==> config.mk <==
export PLATFORM = sky130hd
export DESIGN_NAME = uart_tx_arbiter
export DESIGN_NICKNAME = d
export VERILOG_FILES = /design/src/rtl/uart_tx_arbiter.sv
export SDC_FILE = /design/constraint.sdc
export NUM_CORES = 1
export LEC_CHECK = 0
export CORE_MARGIN = 4
export CORE_UTILIZATION = 44
export CTS_CLUSTER_DIAMETER = 200
export DETAILED_ROUTE_END_ITERATION = 7
export GPL_TIMING_DRIVEN = 1
export PLACE_DENSITY = 0.92
export RECOVER_POWER = 100
export SLEW_MARGIN = 40
export SYNTH_ARGS = -nofsm -noshare
export SYNTH_HDL_FRONTEND = slang
export SYNTH_SLANG_ARGS = --single-unit
==> constraint.sdc <==
create_clock -name clk -period 3.3 [get_ports clk]
set_input_delay 0.495 -clock clk [delete_from_list [all_inputs] [get_ports clk]]
set_output_delay 0.495 -clock clk [all_outputs]
set_load 0.02 [all_outputs]
==> src/rtl/uart_tx_arbiter.sv <==
// Round-robin arbiter that feeds bytes from four requesters to a single UART byte transmitter.
// Optional WAIT-state timeout abort is enabled by defining UART_TX_ARB_TIMEOUT_EN.
module uart_tx_arbiter #(
  parameter int unsigned TIMEOUT_CYC = 32'd1_000_000
) (
  input  logic        clk,
  input  logic        reset_n,
  input  logic [3:0]  req,
  input  logic [31:0] req_data,
  input  logic [2:0]  baud_cfg,
  output logic [3:0]  ack,
  output logic        busy,
  output logic [1:0]  cur_id,
  output logic [7:0]  tx_data,
  output logic        tx_send_en,
  output logic [2:0]  tx_baud_set,
  input  logic        tx_done,
  output logic        timeout_err
);

  typedef enum logic [1:0] {
    IDLE = 2'd0,
    SEND = 2'd1,
    WAIT = 2'd2,
    ACK  = 2'd3
  } state_t;

  state_t      state_r, state_s;
  logic [1:0]  ptr_r, ptr_s;
  logic [1:0]  grant_s;
  logic [1:0]  cur_id_s;
  logic [7:0]  tx_data_s;
  logic [2:0]  tx_baud_s;
  logic [3:0]  ack_s;
  logic        send_s;
  logic        busy_s;
  logic        timeout_s;

  // First set request bit at or above p, wrapping modulo 4; the lowest offset wins.
  function automatic logic [1:0] rr_pick(input logic [3:0] r, input logic [1:0] p);
    logic [1:0] pick;
    logic [1:0] idx;
    pick = p;
    for (int k = 3; k >= 0; k--) begin
      idx = p + k[1:0];
      if (r[idx]) begin
        pick = idx;
      end else begin
        pick = pick;
      end
    end
    return pick;
  endfunction

`ifdef UART_TX_ARB_TIMEOUT_EN
  localparam int CNT_W = (TIMEOUT_CYC > 32'd1) ? $clog2(TIMEOUT_CYC + 32'd1) : 1;
  localparam logic [CNT_W-1:0] CNT_LIM = CNT_W'(TIMEOUT_CYC - 32'd1);
  logic [CNT_W-1:0] cnt_r;
`else
  logic cfg_unused_s;
  assign cfg_unused_s = (TIMEOUT_CYC == 32'd0);
`endif

  assign grant_s = rr_pick(req, ptr_r);

  // Next-state and next-output computation for the arbitration FSM.
  always_comb begin
    state_s   = state_r;
    ptr_s     = ptr_r;
    cur_id_s  = cur_id;
    tx_data_s = tx_data;
    tx_baud_s = tx_baud_set;
    ack_s     = 4'b0000;
    send_s    = 1'b0;
    timeout_s = 1'b0;
    case (state_r)
      IDLE: begin
        if (|req) begin
          state_s   = SEND;
          cur_id_s  = grant_s;
          tx_data_s = req_data[{grant_s, 3'b000} +: 8];
          tx_baud_s = baud_cfg;
          send_s    = 1'b1;
        end else begin
          state_s = IDLE;
        end
      end
      SEND: begin
        state_s = WAIT;
      end
      WAIT: begin
        // tx_done beats a coincident timeout so a finished byte is always acknowledged.
        if (tx_done) begin
          state_s = ACK;
          ack_s   = 4'b0001 << cur_id;
        end else begin
`ifdef UART_TX_ARB_TIMEOUT_EN
          if (cnt_r == CNT_LIM) begin
            state_s   = IDLE;
            ptr_s     = cur_id + 2'd1;
            timeout_s = 1'b1;
          end else begin
            state_s = WAIT;
          end
`else
          state_s = WAIT;
`endif
        end
      end
      ACK: begin
        state_s = IDLE;
        ptr_s   = cur_id + 2'd1;
      end
      default: begin
        state_s = IDLE;
      end
    endcase
    busy_s = (state_s != IDLE);
  end

  // State, round-robin pointer and registered outputs.
  always_ff @(posedge clk or negedge reset_n) begin
    if (!reset_n) begin
      state_r     <= IDLE;
      ptr_r       <= 2'd0;
      ack         <= 4'b0000;
      busy        <= 1'b0;
      cur_id      <= 2'd0;
      tx_data     <= 8'h00;
      tx_send_en  <= 1'b0;
      tx_baud_set <= 3'd0;
    end else begin
      state_r     <= state_s;
      ptr_r       <= ptr_s;
      ack         <= ack_s;
      busy        <= busy_s;
      cur_id      <= cur_id_s;
      tx_data     <= tx_data_s;
      tx_send_en  <= send_s;
      tx_baud_set <= tx_baud_s;
    end
  end

`ifdef UART_TX_ARB_TIMEOUT_EN
  // WAIT-cycle counter, cleared while the start pulse is out so it reads 0 on WAIT entry.
  always_ff @(posedge clk or negedge reset_n) begin
    if (!reset_n) begin
      cnt_r       <= '0;
      timeout_err <= 1'b0;
    end else begin
      timeout_err <= timeout_s;
      if (state_r == SEND) begin
        cnt_r <= '0;
      end else if (state_r == WAIT) begin
        cnt_r <= cnt_r + CNT_W'(1);
      end else begin
        cnt_r <= cnt_r;
      end
    end
  end
`else
  logic timeout_unused_s;
  assign timeout_unused_s = timeout_s;
  assign timeout_err      = 1'b0;
`endif

endmodule

-- Yosys cells after proc, flatten, opt, wreduce, memory -nomap -nowiden
Index checks and enable logic that the tools add are counted.
- add/subtract/negate cells: 4
- order comparisons: 4
- eq/ne operators: 3
- shift operators: 2
- multiplexer cells: 19
- reductions and logical operators: 4
- operator list (cell ; number):
    $shiftx 32x6->8 ; 1
    $lt 2x3->1 const B ; 4
    $bmux 1 s2 ; 4
    $mux 1 ; 8
    $mux 2 ; 4
    $mux 4 ; 2
    $pmux 2 s4 ; 1
    $add 2x1->2 const B ; 2
    $add 2x2->2 const B ; 2
    $eq 2x2->1 const B ; 2
    $reduce_or 4->1 ; 1
    $shl 1x2->4 const A ; 1
    $eq 2x1->1 const B ; 1
    $logic_not 2->1 ; 1
    $reduce_and 2->1 ; 1
    $reduce_bool 2->1 ; 1
- register bits after elaboration: 23
- output and inout bits: 20
- word-level logic and storage cells: 44

-- Longest topological paths before layout
- depth after elaboration: 8
- depth in mapped cells: 8

-- Worst setup path after synthesis
No wires, ideal clock.
- path type: input port to flip-flop
- start point: input port req[3]
- end point: register tx_data[7]
- data arrival time: 1710 ps
- data required time: 3174 ps
- path slack: 1464 ps
- stages: 5
- path buffers: 0
- cell sequence: nor3_1 > nor4_4 > nor2_2 > mux2_4 > a221o_1
- cells in the longest elaborated chain, start to end: 7
- elaborated cells on any way between the ends: 15
- classes of those cells: shift (1); mux (12); reduce/logical (2)
- RTL lines (item ; line ; text):
    from (decl) ; 8 ; input logic [3:0] req,
    $bmux 1 s2 ; 46 ; if (r[idx]) begin
    $mux 1 (implied by the code) ; 46 ;
    $mux 2 (4 in series) ; 46 ;
    $shiftx 32x6->8 ; 81 ; tx_data_s = req_data[{grant_s, 3'b000} +: 8];
    to (signal assigned) ; 138 ; tx_data <= tx_data_s;
    to (decl) ; 14 ; output logic [7:0] tx_data,
Parallel ways exist; a longest one is shown, timed or not. The select of a mux whose other input is x is not followed.
A chain may end at the register's enable or synchronous reset.

-- Final worst setup path
- start point: input port req[1]
- end point: register tx_data[7]
Same word-level chain as after synthesis.

==> impl_metrics.toml <==
[sta]
setup_viol = 0
fin_crit_ps = 2750
post-route-period-util_pct = 83.4
setup_tns_ps = 0
grt_setup_unrepaired = "no"
timing_hold_violations_final = 0
fmax_mhz = 363
relSlewSlack_pct = 19.6
tightestPinTransition_ps = 1210
setup_slack_ps = 547
clock_skew_ps = 3.26
hold_slack_ps = 404
final-max-slew-violation-count = 0

[grt]
grt_max_degree = 24
grt_use_total_pct = 18.6
grt_overflow = 0
grt_antenna_before_repair = 0
grt_pass1_wl_mm = 6.07
grt_pass1_vias = 1342

[synthesis]
syn-mean-instance-area_um2 = 10.1
synth_xor_area_share_pct = 0
yosys.area.top_type_share_pct = 42.0
synth-edff-count = 0
synthesis.area_um2 = 1370
syn_inst = 136
synth_mux_area_share_pct = 7.85
ys_top_cells_by_area = "dfrtp_1, ha_1, a41o_1"
yosysUniqueCellTypes = 37
synth_compound_area_share_pct = 18.8
synth_top_family_by_area = "compound AO/OA/AOI/OAI gates"
ys_warn_count = 0
synthArstFlopShare_pct = 100
ys_seq_area_share_pct = 42.0
synth_area_leader_cell = "dfrtp_1"
synthSimpleGateAreaFrac_pct = 17.9
synth_fp_nets = 186
synth-seq-cells = 23
ys.flop_type = "dfrtp_1"
yosys.area_share.adder_pct = 7.31

[detailed_routing]
antenna_left = 0
drc = 0
totalWireLength_mm = 3.77
via_per_inst = 5.49
routedWlPerCell_um = 15.9
vias = 1300
first_pass_iters = 4
dr.first_iter.drc_count = 65

[layout]
diodes = 0
fin_cells = 237
final_common_cell = "clkdlybuf4s50_1"
drive_gt1_share_pct = 10.8
syn2layout_area_growth_pct = 47.0
final_cell_mix = "clkdlybuf4s50_1, dfrtp_1, dlygate4sd3_1"
design_area_um2 = 2010
final_util_pct = 70.0
layout.nets = 246

[place]
dp_cells = 233
gp_congestion = 0.818
post-place-ws_ps = 651
placed_area_um2 = 1990
numPortBuffers = 60
hpwlAfterDp_mm = 3.05

[worst_setup_path]
crit_buf_inv = 1
path_cells = "dlygate4sd3_1, nor2b_1, o21bai_1, nand3_2, o211a_1, a221o_1"
worstSetupEndpointType = "flop"
reg2reg_depth = 5
start_kind = "input port"
slowest_delay_ps = 790
critPathRequiredTime_ps = 3500
crit_path_start = "req[1]"
cp_num_cells = 6
crit_slowest_cell = "o21bai_1"
worstPathArrival_ps = 2960
r2r_setup_slack_ps = 940
r2r-start = "ptr_r[0]"
cp_max_fo = 15
rr_endpoint = "tx_data[7]"
endpoint = "tx_data[7]"
path_class = "in2reg"
critical_path.top_delay_family = "compound AO/OA/AOI/OAI gates"

[power]
leakagePower_nw = 0.990
combPwrFrac_pct = 59.6
power_mw = 1.53
power.share.clock_pct = 8.3
p_int_mw = 0.861
ir_drop_v = 0.000509
p_sw_mw = 0.664
p_seq_share_pct = 32.1
power.density_nw_per_um2 = 757
p_sw_share_pct = 43.5

[clocking]
cts_inserted_buffers = 3
cts_setup_buffers = 0
htreeDepth = 1
cts_sinks = 23
cts-root-buf = "clkbuf_4"
cts_resized = 0
cts_buffer_depth = 2
cts.clk_slew.worst_paths_ps = 120
hold_buffers = 0
cts_tree = "built"
insertion_delay_ps = 300

[job]
maxCapViolations = 0

[floorplan]
initial_core_util_pct = 47.6
die_y_um = 63.8
die_area_um2 = 4070
core_area_um2 = 2880
die_w_um = 63.8
ios = 62
rows = 19

[worst_hold_path]
hold_class = "in2async"

[status]
status = "finished clean"
routing by layer:
metal	GRT usage [%]	part of all wire [%]
met1	22.0	39
met2	33.7	54
met3	1.93	3.9
met4	8.36	2.4
met5	0	0
worst register-to-register path: cells and delay by family (launching register included):
kind,cells,cell delay (ps)
compound gates,3,1310
simple gates,2,520
flops,1,430
how the worst min path moves through the flow:
stage               slack, ps             end
floorplan                 200          ack[0]
global placement          480  tx_baud_set[1]
detailed placement        470  tx_baud_set[0]
CTS                       140  tx_baud_set[1]
global route              510          ack[2]
finish                    400  tx_baud_set[1]
cells in the mapped netlist, types with 2 or more instances:
master and number:
dfrtp_1 23, inv_1 13, a21oi_1 9, nand2_1 9
nor2_1 9, ha_1 8, a31o_2 7, a41o_1 7
mux2i_1 7, nand4_1 7, and3_1 4, buf_2 4
mux2_2 2, nor2b_1 2, o21a_1 2, o21ai_0 2
kinds of logic after synthesis:
family | Yosys count
buffers and inverters | 19
adders and majority gates | 8
AOI/OAI and AO/OA | 33
muxes | 10
other | 1
DFF | 23
and+or+nand+nor | 42
layout make-up:
cell class | instances | area, um^2
fill | 215 | 862
multi-input combinational | 94 | 708
timing repair buffer | 61 | 602
sequential | 23 | 576
tap | 42 | 52.6
inverter | 13 | 48.8
clock buffer | 3 | 22.5
clock inverter | 1 | 5.00
registers in the layout, indices dropped and copies added, names as in the netlist:
signal	cells
ack	4
busy	1
cur_id	2
ptr_r	2
state_r	2
tx_baud_set	3
tx_data	8
tx_send_en	1
power by group through the flow:
stage               Sequential, mW  Combinational [mW]  Clock (mW)
global route                 0.507               0.993       0.140
global placement             0.496               0.910           0
CTS                          0.494               0.952       0.127
finish                       0.489               0.910       0.126
floorplan                    0.600               0.476           0
detailed placement           0.498               0.948           0
Power figures use the tool's default switching activity.
==> variant 1: new RTL, config.mk and constraints unchanged <==
The option `UART_TX_ARB_TIMEOUT_EN` is turned on by a define.
--- a/src/rtl/uart_tx_arbiter.sv
+++ b/src/rtl/uart_tx_arbiter.sv
@@ -1,5 +1,7 @@
 // Round-robin arbiter that feeds bytes from four requesters to a single UART byte transmitter.
 // Optional WAIT-state timeout abort is enabled by defining UART_TX_ARB_TIMEOUT_EN.
+`define UART_TX_ARB_TIMEOUT_EN
+
 module uart_tx_arbiter #(
   parameter int unsigned TIMEOUT_CYC = 32'd1_000_000
 ) (
Function: same outputs for any inputs over 10 cycles, from zero or initial values and one cycle with reset_n low; that may be too few to reach the edited logic, so the function may still have changed.
==> variant 1 against the unedited design <==
- the flow now finishes with violations (capacitance limit, slew limit)
- via count is 56% higher
- worst setup slack improved by 0.35 ns
- sequential share of layout area grew 7.0 points
- total power grew 40%
- cell area rose by 54%
- critical path depth did not move
- fmax up 15%
- routed wire length is 54% higher
- die area up 64%
- sequential cell count rose by 21
- area after synthesis rose by 75%
- final cell count rose by 57%
- largest cell class unchanged
==> variant 1: results (changes against the unedited design) <==
The largest registers in the layout are cnt_r: 20 flops, tx_data: 8 flops, ack: 4 flops. The clock-pin slew reported for the worst setup and hold paths after clock tree synthesis is 0.08 ns (-0.04 ns). The H-tree depth came out at 2 (+1). The number of violations of the max-capacitance limit is 1 (+1). The arrival time at the worst endpoint is 2.60 ns (-0.36 ns).

The met3 global-route usage came out at 3.40% (+1.5 points). The average footprint of a synthesized cell came to 9.88 µm² (-1.9%). The path class of the tightest hold or removal check is reg -> reg.

The final count of pins violating max slew came to 45 (+45). The fraction of met2 tracks used by global routing came to 27.7% (-6.0 points). The number of buffers added on ports came out at 61 (+1.7%).

The worst setup slack before clock tree synthesis came to 0.782 ns (+0.131 ns). The met1 track utilization from global routing is 25.5% (+3.5 points). The via count came out at 2032 (+56%).

The share of the synthesized area in compound gates (AO/OA/AOI/OAI) came out at 13.8% (-5.1 points). The DRC marker count from the first detailed-route iteration is 151 (+130%). The upper clock frequency limit is 417 MHz (+15%). The final-layout clock buffer total is 5 (+2).

The share of cells above drive strength 1 is 3.30% (-7.5 points). The met2 wire length is 2.81 mm (+37%). The worst hold margin was 0.506 ns (+0.102 ns).

The worst-case clock skew is 0.00501 ns (+0.00175 ns). The non-clock inverter instance count of the final layout is 9 (-4). The flow ran to the end, but the final reports show violations. The worst IR drop on VDD is 0.416 mV (-18%). The checks that failed: capacitance limit, slew limit. The leakage power came out at 1.36 nW (+37%). The number of placed instances with taps included was 366 (+57%). The xor/xnor share of the synthesized area is 3.66% (+3.7 points).

The detailed placement HPWL was 4.31 mm (+41%). The maximum single-stage delay on the critical path is 0.62 ns (-0.17 ns). The transition time at the pin with the least slew margin is 2.33 ns (+1.13 ns). By area the synthesized netlist is led by dfrtp_1 (46%), ha_1 (5.2%), a211oi_2 (4.2%), mux2i_1 (4.2%), and3_1 (3.9%). The slowest stage of the critical path is the dlygate4sd3_1 cell.
-- variant 1: changes by cell type in the layout (fill, tap and decap cells not counted), moves of 11 or more --
cell and change:
dfrtp_1 +21, o21ai_0 +16, nor2_1 +14, nand3_1 +13, and3_1 +11
-- variant 1: final timing paths --
kind | startpoint | to | cells past startpoint
max in group asynchronous | reset_n | ack[0] | 1
min in group asynchronous | reset_n | cnt_r[17] | 1
hold reg to reg | tx_baud_set[2] | tx_baud_set[2] | 2
setup reg to reg | state_r[1] | cnt_r[19] | 6
hold / removal | tx_baud_set[2] | tx_baud_set[2] | 2
setup / recovery | req[0] | tx_data[5] | 6
-- variant 1: worst min-delay path, cell delays in order (launching register included) --
cell     delay, ns
dfrtp_1       0.37
nand2_1       0.05
nand2_1       0.06
-- variant 1: report_power, final --
part / internal [mW] / switching [mW]
Combinational: 0.421 / 0.598
Clock: 0.143 / 0.181
Sequential: 0.689 / 0.108
Total: 1.25 / 0.888
==> variant 2: new RTL, same settings <==
Without the edit above. Add an input register stage for `baud_cfg`, with the module's reset; this delays it by one clock. The other inputs are not delayed to match.
--- a/src/rtl/uart_tx_arbiter.sv
+++ b/src/rtl/uart_tx_arbiter.sv
@@ -24,6 +24,16 @@
     WAIT = 2'd2,
     ACK  = 2'd3
   } state_t;
+
+  logic [2:0] baud_cfg_q;
+
+  always_ff @(posedge clk or negedge reset_n) begin
+    if (!reset_n) begin
+      baud_cfg_q <= '0;
+    end else begin
+      baud_cfg_q <= baud_cfg;
+    end
+  end
 
   state_t      state_r, state_s;
   logic [1:0]  ptr_r, ptr_s;
@@ -79,7 +89,7 @@
           state_s   = SEND;
           cur_id_s  = grant_s;
           tx_data_s = req_data[{grant_s, 3'b000} +: 8];
-          tx_baud_s = baud_cfg;
+          tx_baud_s = baud_cfg_q;
           send_s    = 1'b1;
         end else begin
           state_s = IDLE;
Function: changed (a bounded check fails within 4 cycles, from zero or initial values and one cycle with reset_n low).
==> variant 2 against the unedited design <==
- total power grew 0.95%
- clock skew increased by 0.0089 ns
- critical path type unchanged
- highest routed layer unchanged
- routed wire length increased by 0.24%
- worst setup slack improved by 0.11 ns
- largest power group unchanged
- worst hold slack improved by 0.068 ns
- cell area rose by 3.8%
- area after synthesis up 5.8%
- clock power grew 6%
- non-clock buffer count is the same
- sequential cell count increased by 3
- utilization down 2.7 points
==> variant 2: results (changes against the unedited design) <==
The met3 global-route usage came to 4.62% (+2.7 points). The number of global-route vias before repair came out at 1280 (-4.6%). Grouping stages by cell kind, the critical path spends the most delay in simple AND/OR/NAND/NOR gates. The routability congestion estimate came out at 0.785 (-4.0%). The met2 wire length is 2.01 mm (-2.2%). In this run the worst hold path is classified as reg -> reg. Sorting the synthesized cells by how often they occur yields dfrtp_1 (26), inv_1 (13), nand2_1 (12).

The cell-internal power came out at 895 µW (+3.9%). The clock latency on the worst-skew pair is 0.32 ns (+0.02 ns). The largest registers in the layout are tx_data: 8 flops, ack: 4 flops.

The count of inserted antenna diode cells is 0 (unchanged). The largest driver fanout on the critical path was 15 (unchanged). The endpoint identified for the worst register-to-register timing path is tx_data[6]. The average vias per placed instance is 5.24 (-4.4%). The number of distinct library cells after synthesis is 36 (-2.7%). The flow ran to the end, and the final reports show no timing, DRC or antenna violations. The placement-stage cell area came out at 2070 µm² (+3.9%). Clock tree synthesis selected as its root buffer the cell clkbuf_4. The fraction of met2 tracks used by global routing was 32.7% (-0.93 points). The worst hold path terminates at tx_baud_set[1]. The average wire per standard cell is 16.3 µm (+2.8%).

The number of cell instances on the worst register-to-register path is 6 (+1). The slack of the worst reg-to-reg path came to 1.26 ns (+0.32 ns). The number of nets in the layout was 239 (-2.8%). The post-synthesis net count came to 178 (-4.3%). The worst-case clock skew is 0.0121 ns (+0.00885 ns).

The DRC marker count from the first detailed-route iteration is 58 (-11%). The relative slew slack came out at 11.5% (-8.1 points). The count of cells along the worst hold path came out at 2. The number of buffers added on ports was 60 (unchanged). The clock-pin slew reported for the worst setup and hold paths after clock tree synthesis came to 0.14 ns (+0.02 ns). The detailed placement HPWL came out at 2.96 mm (-2.8%). The maximum count of clock buffers along a single path is 2 (unchanged).

The met1 track utilization from global routing came out at 22.0% (+0.026 points). The clock-net power is 133 µW (+6%). In the post-synthesis netlist, the biggest area contributors are dfrtp_1 (45%), ha_1 (6.9%), mux2_2 (6.2%), o221a_1 (5.4%), a211o_1 (4.2%).

The worst register-to-register path begins at state_r[0]. The maximum number of pins on one net before global-route repair came out at 27 (+13%). The met1 wire length came out at 1.48 mm (+0.14%). The total combinational power is 878 µW (-3.5%). The arrival time at the worst endpoint is 2.91 ns (-0.05 ns). The sequential area share after synthesis is 44.9% (+2.9 points). The detailed-routed wire length on met3 is 235 µm (+62%). The CTS buffer count came out at 3 (unchanged). The yosys synthesis warning count is 0 (unchanged). The maximum single-stage delay on the critical path came out at 0.64 ns (-0.15 ns). The global-route total usage across every layer is 18.6% (about the same). The worst IR drop on VDD came out at 0.478 mV (-6.1%). The leakage power is 0.921 nW (-7.0%). The share of cells above drive strength 1 came out at 10.7% (-0.074 points).

For this design, the slowest cell found on the critical path is dlygate4sd3_1.
-- variant 2: cell count changes after synthesis, moves of 3 or more --
cell      delta
dfrtp_1      +3
a21oi_1      -6
a211o_1      +6
o221a_1      +7
a31oi_1      +7
nor2_1       -6
mux2i_1      -5
a41o_1       -7
mux2_2       +6
nand4_1      -7
nand2b_1     +3
a31o_2       -7
nand2_1      +3
-- variant 2: layout make-up --
type,instances,area (µm²)
flip-flops and latches,26,651
well taps,44,55.1
repair buffers,61,604
clock buffers,3,22.5
inverters,14,52.6
fillers,255,1010
multi-input cells,83,706
-- variant 2: stage by stage --
step	utilization [%]	worst slack (ns)	cells	hold slack, ns	power (mW)
4_1_cts	67.5	0.864	231	0.473	1.59
3_5_place_dp	66.8	0.556	228	0.436	1.45
5_1_grt	67.4	0.487	231	0.498	1.65
2_1_floorplan	-	1.60	128	0.199	1.11
6_report	67.4	0.653	231	0.472	1.54
3_3_place_gp	66.8	0.728	228	0.427	1.41
-- variant 2: kinds of logic (layout without fill, tap and decap cells) --
logic type	Yosys count	count (layout)	synth area share [%]
AND/OR/NAND/NOR	30	30	12.3
multiplexers	10	10	7.60
AO/OA/AOI/OAI	34	34	21.7
buffers and inverters	19	78	6.39
other	1	1	0.259
flip-flops	26	26	44.9
adder cells (fa/ha/maj)	8	8	6.91
-- variant 2: worst max path at each step --
stage	slack (ns)	cells past startpoint	endpoint	startpoint
5_1_grt	0.49	6	tx_data[4]	req[0]
2_1_floorplan	1.60	7	tx_data[0]	req[1]
6_report	0.65	6	tx_data[6]	req[0]
3_3_place_gp	0.73	6	tx_data[2]	req[0]
3_5_place_dp	0.56	6	tx_data[4]	req[0]
4_1_cts	0.86	6	tx_data[4]	req[0]
